--- config.mk ---
export PLATFORM = sky130hd
export DESIGN_NAME = fmul_wb_queue
export DESIGN_NICKNAME = d
export VERILOG_FILES = /design/src/rtl/fpu_pkg.sv /design/src/rtl/sync_fifo.sv /design/src/rtl/fmul_wb_queue.sv
export SDC_FILE = /design/constraint.sdc
export NUM_CORES = 1
export LEC_CHECK = 0
export CORE_ASPECT_RATIO = 1.4
export CORE_MARGIN = 2
export CORE_UTILIZATION = 45
export DETAILED_ROUTE_END_ITERATION = 8
export HOLD_SLACK_MARGIN = 0.1
export PLACE_DENSITY = 0.74
export SETUP_SLACK_MARGIN = 0.2
export SLEW_MARGIN = 20
export SYNTH_ARGS = -nofsm -noshare
export SYNTH_HDL_FRONTEND = slang
export SYNTH_SLANG_ARGS = --single-unit
--- constraint.sdc ---
create_clock -name clk -period 3.8 [get_ports clk]
set_input_delay 0.38 -clock clk [delete_from_list [all_inputs] [get_ports clk]]
set_output_delay 0.38 -clock clk [all_outputs]
set_load 0.02 [all_outputs]
--- src/rtl/fpu_pkg.sv ---
`default_nettype none
// ============================================================================
// Module      : fpu_pkg
// Description : Shared widths and the writeback entry layout for the FP unit.
// Revision    : 1.0 - initial release
// ============================================================================
package fpu_pkg;

    localparam int c_FP32_W = 32;
    localparam int c_RD_W   = 5;

    typedef struct packed {
        logic [c_RD_W-1:0]   rd;
        logic [c_FP32_W-1:0] data;
    } fwb_entry_t;

endpackage
`default_nettype wire

--- src/rtl/sync_fifo.sv ---
`default_nettype none
// ============================================================================
// Module      : sync_fifo
// Description : Show-ahead synchronous FIFO with occupancy count output.
// Revision    : 1.0 - initial release
// ============================================================================
module sync_fifo #(
    parameter int WIDTH = 8,
    parameter int DEPTH = 4
) (
    input  logic                         clk,
    input  logic                         rst,
    input  logic                         push,
    input  logic [WIDTH-1:0]             push_data,
    input  logic                         pop,
    output logic [WIDTH-1:0]             pop_data,
    output logic [$clog2(DEPTH+1)-1:0]   count
);

    localparam int c_PTR_W = $clog2(DEPTH);
    localparam int c_CNT_W = $clog2(DEPTH + 1);
    localparam logic [c_CNT_W-1:0] c_FULL = c_CNT_W'(DEPTH);

    logic [WIDTH-1:0]   r_mem [DEPTH];
    logic [c_PTR_W-1:0] r_wr_ptr;
    logic [c_PTR_W-1:0] r_rd_ptr;
    logic [c_CNT_W-1:0] r_count;
    logic               w_push;
    logic               w_pop;

    assign w_pop    = pop && (r_count != '0);
    // A pop frees the head slot this same edge, so a push at full is safe.
    assign w_push   = push && ((r_count != c_FULL) || w_pop);
    assign pop_data = r_mem[r_rd_ptr];
    assign count    = r_count;

    always_ff @(posedge clk) begin
        if (rst) begin
            r_wr_ptr <= '0;
            r_rd_ptr <= '0;
            r_count  <= '0;
            for (int i = 0; i < DEPTH; i++) begin
                r_mem[i] <= '0;
            end
        end else begin
            if (w_push) begin
                r_mem[r_wr_ptr] <= push_data;
                r_wr_ptr        <= r_wr_ptr + c_PTR_W'(1);
            end
            if (w_pop) begin
                r_rd_ptr <= r_rd_ptr + c_PTR_W'(1);
            end
            if (w_push && !w_pop) begin
                r_count <= r_count + c_CNT_W'(1);
            end else if (w_pop && !w_push) begin
                r_count <= r_count - c_CNT_W'(1);
            end
        end
    end

endmodule
`default_nettype wire

--- src/rtl/fmul_wb_queue.sv ---
`default_nettype none
// ============================================================================
// Module      : fmul_wb_queue
// Description : Credit-gated issue and in-order writeback buffering around a
//               fixed-latency fmul pipeline without tag pass-through.
// Revision    : 1.0 - initial release
// ============================================================================
module fmul_wb_queue
    import fpu_pkg::*;
#(
    parameter int DEPTH = 4,
    parameter int RD_W  = c_RD_W
) (
    input  logic                clk,
    input  logic                rst,
    input  logic                issue_valid,
    output logic                issue_ready,
    input  logic [c_FP32_W-1:0] issue_a,
    input  logic [c_FP32_W-1:0] issue_b,
    input  logic [RD_W-1:0]     issue_rd,
    output logic [c_FP32_W-1:0] mul_a,
    output logic [c_FP32_W-1:0] mul_b,
    output logic                mul_valid,
    input  logic [c_FP32_W-1:0] mul_result,
    input  logic                mul_out_valid,
    output logic                wb_valid,
    input  logic                wb_ready,
    output logic [RD_W-1:0]     wb_rd,
    output logic [c_FP32_W-1:0] wb_data,
    output logic                err
);

    localparam int c_CRED_W  = $clog2(DEPTH + 1);
    localparam int c_ENTRY_W = RD_W + c_FP32_W;
    localparam logic [c_CRED_W-1:0] c_CRED_MAX = c_CRED_W'(DEPTH);

    logic [c_CRED_W-1:0] r_credits;
    logic [c_CRED_W-1:0] w_credits_nxt;
    logic                r_issue_ready;
    logic                r_mul_valid;
    logic [c_FP32_W-1:0] r_mul_a;
    logic [c_FP32_W-1:0] r_mul_b;
    logic                r_err;

    logic                w_issue_fire;
    logic                w_wb_fire;
    logic                w_wb_valid;
    logic [RD_W-1:0]     w_tag_head;
    logic [c_CRED_W-1:0] w_tag_count;
    logic                w_tag_avail;
    logic                w_res_push;
    logic [c_ENTRY_W-1:0] w_res_head;
    logic [c_CRED_W-1:0] w_res_count;

    assign w_issue_fire = issue_valid && r_issue_ready;
    assign w_wb_valid   = (w_res_count != '0);
    assign w_wb_fire    = w_wb_valid && wb_ready;
    assign w_tag_avail  = (w_tag_count != '0);
    assign w_res_push   = mul_out_valid && w_tag_avail;

    always_comb begin
        w_credits_nxt = r_credits;
        case ({w_issue_fire, w_wb_fire})
            2'b10:   w_credits_nxt = r_credits - c_CRED_W'(1);
            2'b01:   w_credits_nxt = r_credits + c_CRED_W'(1);
            default: w_credits_nxt = r_credits;
        endcase
    end

    // issue_ready is registered from next-state credits, so it never sees
    // issue_valid or wb_ready combinationally.
    always_ff @(posedge clk) begin
        if (rst) begin
            r_credits     <= c_CRED_MAX;
            r_issue_ready <= 1'b0;
            r_mul_valid   <= 1'b0;
            r_mul_a       <= '0;
            r_mul_b       <= '0;
            r_err         <= 1'b0;
        end else begin
            r_credits     <= w_credits_nxt;
            r_issue_ready <= (w_credits_nxt != '0);
            r_mul_valid   <= w_issue_fire;
            if (w_issue_fire) begin
                r_mul_a <= issue_a;
                r_mul_b <= issue_b;
            end
            if (mul_out_valid && !w_tag_avail) begin
                r_err <= 1'b1;
            end
        end
    end

    sync_fifo #(
        .WIDTH (RD_W),
        .DEPTH (DEPTH)
    ) u_tag_fifo (
        .clk       (clk),
        .rst       (rst),
        .push      (w_issue_fire),
        .push_data (issue_rd),
        .pop       (mul_out_valid),
        .pop_data  (w_tag_head),
        .count     (w_tag_count)
    );

    // Entry layout matches fwb_entry_t: rd in the upper bits, data below.
    sync_fifo #(
        .WIDTH (c_ENTRY_W),
        .DEPTH (DEPTH)
    ) u_res_fifo (
        .clk       (clk),
        .rst       (rst),
        .push      (w_res_push),
        .push_data ({w_tag_head, mul_result}),
        .pop       (w_wb_fire),
        .pop_data  (w_res_head),
        .count     (w_res_count)
    );

    assign issue_ready = r_issue_ready;
    assign mul_a       = r_mul_a;
    assign mul_b       = r_mul_b;
    assign mul_valid   = r_mul_valid;
    assign wb_valid    = w_wb_valid;
    assign wb_rd       = w_res_head[c_ENTRY_W-1 -: RD_W];
    assign wb_data     = w_res_head[c_FP32_W-1:0];
    assign err         = r_err;

endmodule
`default_nettype wire

### After elaboration in Yosys (flattened, before gate mapping)

Memory sizes are Yosys's and may differ from the RTL's. A register that Yosys moved wholly into a read port is not among the register bits.
Cells that the tools add are included.

* register bits: 84
* latch bits: 0
* RAM bits: 168
* ROM bits: 0
* bits of input ports: 106
* output and inout bits: 105
* word-level logic and storage cells: 76
* memories: 2

* $add $sub $neg: 10
* $mul: 0
* div/mod/pow operators: 0
* $lt $le $gt $ge: 0
* eq/ne operators: 4
* shift operators: 0
* muxes and demuxes: 23
* bitwise gates (word level): 0
* reductions and logical operators: 25

Memory list
* u_res_fifo.r_mem: words 4, width 37, rd ports 1, clocked after Yosys merged registers in 1, wr ports 4, line sync_fifo.sv:24 `logic [WIDTH-1:0] r_mem [DEPTH];`
* u_tag_fifo.r_mem: words 4, width 5, rd ports 1, clocked after Yosys merged registers in 1, wr ports 4, line sync_fifo.sv:24

Operator list (count)
* 37-bit two-way mux: 1
* 37-bit OR reduction: 1
* 2-bit two-way mux: 6
* 3-bit two-way mux: 4
* 1-bit logical AND: 11
* 1-bit two-way mux: 10
* 3-bit by 1-bit adder with 3-bit output (second input constant): 3
* 3-bit nonzero test: 3
* 3-bit by 1-bit subtractor with 3-bit output (second input constant): 3
* 2-bit by 1-bit adder with 2-bit output (second input constant): 4
* 3-bit != test (second input constant): 2
* 3-bit one-hot mux with 2 select lines: 1
* 1-bit zero test: 5
* 5-bit two-way mux: 1
* 5-bit OR reduction: 1
* 2-bit nonzero test: 2
* 2-bit by 1-bit equality test with 1-bit output (second input constant): 1
* 2-bit equality test (second input constant): 1
* 1-bit logical OR: 2

### Longest topological paths before layout

* depth after elaboration: 10
* mapped depth: 10
* gate-level depth less buffers: 9

### Modules after synthesis

A second synthesis with hierarchy kept.

* cell total of the unflattened synthesis: 805
* area total of the unflattened synthesis: 10875.4 µm²

By module, submodules not included
* sync_fifo (u_res_fifo): instances 1, cells an instance 404, area each 6770.2 µm², sequential area each 4624.4 µm²
* fmul_wb_queue: instances 1, cells an instance 308, area each 2806.4 µm², sequential area each 1401.3 µm²
* sync_fifo (u_tag_fifo): instances 1, cells an instance 93, area each 1298.7 µm², sequential area each 780.7 µm²

### Worst setup path after synthesis

OpenSTA, ideal clock, no wires.

* path type: reg-to-reg
* start: register u_tag_fifo.r_count[0], in the netlist u_tag_fifo.count[0]
* end: memory u_res_fifo.r_mem[3][0] (netlist bit), enable pin
* library setup time: 483 ps
* data arrival time: 3578 ps
* required time: 3317 ps
* slack: -261 ps
* stages on the path, launching flop included: 5
* path buffers: 1
* period minus slack after synthesis: 4061 ps
* path through: dfxtp_1 -> o31a_1 -> buf_2 -> nand2_4 -> o21ai_0

RTL lines
* start: declaration: line sync_fifo.sv:27 `logic [c_CNT_W-1:0] r_count;`
* start signal: assignment: line sync_fifo.sv:54 `r_count <= r_count + c_CNT_W'(1);`
* start signal: assignment: line sync_fifo.sv:56 `r_count <= r_count - c_CNT_W'(1);`
* end: declaration: line sync_fifo.sv:24

==> impl_metrics.tcl <==
set metrics [dict create \
    portBuffers 210 \
    ant_nets 0 \
    swShare_pct 29.9 \
    cts_root_buf "clkbuf_16" \
    routed_via_density 5.11 \
    holdCritPathClass "input port to flop" \
    dpl_worst_slack_ns 0.891 \
    cp-end-kind "output pin" \
    route.detailed.drc 0 \
    critPathKind "flop to output pin" \
    wl_mm 23.1 \
    synth.net_count 962 \
    drive_gt1_share_pct 9.99 \
    worstMarginPinSlew_ns 1.07 \
    report.final.setup_viol 0 \
    grt_pass1_wl_mm 37.1 \
    numCtsBuffers 25 \
    finalMaxSlewViolations 0 \
    die_h_um 184 \
    path_max_fanout 37 \
    post_cts_resized 0 \
    hp-start "issue_a[22]" \
    yosysUniqueCellTypes 45 \
    ios 211 \
    post_drt_wl_per_cell_um 16.9 \
    finalCritPeriodShare_pct 76.1 \
    rsz0062_at_grt "false" \
    grt_max_degree 88 \
    slew_headroom_pct 27.6 \
    antenna_found_initial 3 \
    cts.sinks 256 \
    synthArstFlopShare_pct 0 \
    dp_hpwl_mm 14.7 \
    overflow 0 \
    fin_skew_ns 0.0152 \
    cts_buffer_depth 3 \
    htree_levels 1 \
    ys.flop_type "edfxtp_1" \
    ys_ff_latch 256 \
    postSynthCellCount 850 \
    worstPathArrival_ns 2.51 \
    setup-tns-final_ns 0 \
    place_congestion 0.759 \
    start_util_pct 45.9 \
    synthToLayoutAreaGrowth_pct 30.1 \
    netlist_area_um2 10400 \
    pwr-share-seq_pct 41.9 \
    tritoncts "done" \
    fmax_mhz 346 \
    fin_util_pct 59.8 \
    nets 1155 \
    synth-edff-count 168 \
    power_leakage_nw 4.80 \
    cts.clk_slew.worst_paths_ns 0.06 \
    core_area_um2 22600 \
    ys_warn_count 0 \
    switchingPower_mw 2.60 \
    track_usage_pct 19.0 \
    p_clk_share_pct 28.7 \
    setup_ws_ns 0.908 \
    grt_pass1_vias 7389 \
    maxCapViolCount 0 \
    period_needed_ns 2.89 \
    p_total_mw 8.70 \
    p_int_mw 6.10 \
    die_area_um2 24300 \
    post_cts_buffers 0 \
    comb_power_share_pct 29.4 \
    die_w_um 132 \
    num_rows 65 \
    clkLatencyLatePin_ns 0.52 \
    ctsHoldBuffers 0 \
    first_pass_iters 4 \
    drtIter0Drc 368 \
    startpoint_type "flop" \
    outcome "completed" \
    ir_worst_vdd_mv 0.434 \
    rr_startpoint "u_res_fifo.count[0]" \
    seq_area_frac_synth_pct 65.5 \
    syn_avg_cell_area_um2 12.2 \
    via_count 6960 \
    powerDensity_nw_per_um2 644 \
    cp.required_ns 3.42 \
    hold_viol 0 \
]
path summary, 6_finish.rpt:
kind | end | slack [ns] | cells after the start
worst max-delay path | wb_data[3] | 0.91 | 2
worst min-delay path | mul_a[22] | 0.41 | 3
worst max register to register | u_res_fifo.count[2] | 1.27 | 9
worst min register to register | mul_b[3] | 0.45 | 2
power groups by stage:
| stage | Clock, mW | Sequential, mW | Combinational (mW) |
|---|---|---|---|
| 2_1_floorplan | 0 | 3.73 | 1.52 |
| 3_3_place_gp | 0 | 3.68 | 2.53 |
| 4_1_cts | 2.53 | 3.65 | 2.60 |
| 5_1_grt | 2.65 | 3.70 | 2.77 |
| 3_5_place_dp | 0 | 3.71 | 2.58 |
| 6_report | 2.50 | 3.64 | 2.56 |
worst max-delay path, cell delays in order (launching register included):
cell	delay [ns]
dfxtp_2	0.98
mux4_2	0.41
clkdlybuf4s50_1	0.61
routing by layer:
layer	wire length (um)	GRT usage, %	part of all wire [%]	up-vias
li1	-	-	-	3351
met2	12200	35.8	53	246
met4	379	4.65	1.6	4
met5	21	0	0.091	-
met1	8560	20.9	37	3328
met3	1920	5.62	8.3	31
cell usage after synthesis, types with 4 or more instances:
library cell | n | area, um2
a21oi_1 | 68 | 340
and2_1 | 16 | 100
and3_1 | 11 | 68.8
buf_1 | 6 | 22.5
buf_2 | 13 | 65.1
buf_6 | 6 | 67.6
clkbuf_1 | 27 | 101
dfxtp_1 | 88 | 1760
edfxtp_1 | 168 | 5040
inv_1 | 9 | 33.8
mux4_2 | 42 | 946
nand2_1 | 169 | 634
nor2_1 | 162 | 608
o21ai_0 | 5 | 25.0
or3_1 | 4 | 25.0
xor2_1 | 9 | 78.8
final cells by class:
type,instances,area [um2]
Clock buffer,31,648
Timing Repair Buffer,221,2190
Inverter,12,45.0
Multi-Input combinational cell,527,3270
Clock inverter,14,175
Fill cell,1862,9090
Tap cell,301,377
Sequential cell,256,6810
Antenna cell,1,2.50
layout by cell type (no fill, tap or decap), types with 2 or more instances in the layout:
| master | n |
|---|---|
| nor4_1 | 2 |
| a21o_1 | 2 |
| inv_2 | 3 |
| dfxtp_2 | 2 |
| clkinvlp_2 | 4 |
| buf_4 | 10 |
| bufinv_16 | 4 |
| or3_1 | 4 |
| or4b_1 | 2 |
| mux4_2 | 42 |
| nand3_1 | 3 |
| clkbuf_1 | 6 |
| o21ai_0 | 4 |
| a21oi_1 | 68 |
| clkinv_1 | 4 |
| mux2i_1 | 3 |
| and3_1 | 11 |
| nor2_1 | 162 |
| xor2_1 | 9 |
| clkbuf_16 | 25 |
| o41ai_2 | 2 |
| dfxtp_1 | 86 |
| o311ai_0 | 3 |
| nand2_2 | 3 |
| fa_1 | 3 |
| edfxtp_1 | 168 |
| clkdlybuf4s50_1 | 209 |
| nand2_1 | 167 |
| inv_1 | 9 |
| and2_1 | 15 |
| ha_1 | 3 |
flip-flops by register name, indices dropped and copies added (netlist names), named ones only:
signal / flops
r_credits: 3
err: 1
issue_ready: 1
u_res_fifo.r_wr_ptr: 2
mul_a: 32
mul_b: 32
u_tag_fifo.count: 3
mul_valid: 1
u_tag_fifo.r_rd_ptr: 2
u_tag_fifo.r_wr_ptr: 2
u_res_fifo.r_mem: 148
u_tag_fifo.r_mem: 20
u_res_fifo.r_rd_ptr: 2
u_res_fifo.count: 3
stage by stage:
| stage | hold slack [ns] | std cells | instance area (um2) |
|---|---|---|---|
| finish | 0.406 | 1363 | 13500 |
| global route | 0.402 | 1363 | 13500 |
| CTS | 0.395 | 1362 | 13500 |
| detailed placement | 0.447 | 1317 | 12700 |
| global placement | 0.441 | 1317 | 12700 |
| floorplan | 0.472 | 850 | 10400 |
kinds of logic (layout without fill, tap and decap cells):
| group | Yosys count | after routing | share of synthesized area [%] |
|---|---|---|---|
| and+or+nand+nor | 379 | 379 | 15.4 |
| DFF | 256 | 256 | 65.5 |
| AOI/OAI and AO/OA | 87 | 87 | 4.59 |
| buffers and inverters | 67 | 278 | 3.34 |
| muxes | 45 | 45 | 9.39 |
| xor gates and xnor gates | 10 | 10 | 0.843 |
| adders and majority gates | 6 | 6 | 0.939 |
| other | 0 | 1 | 0 |
(Power assumes the default switching activity.)
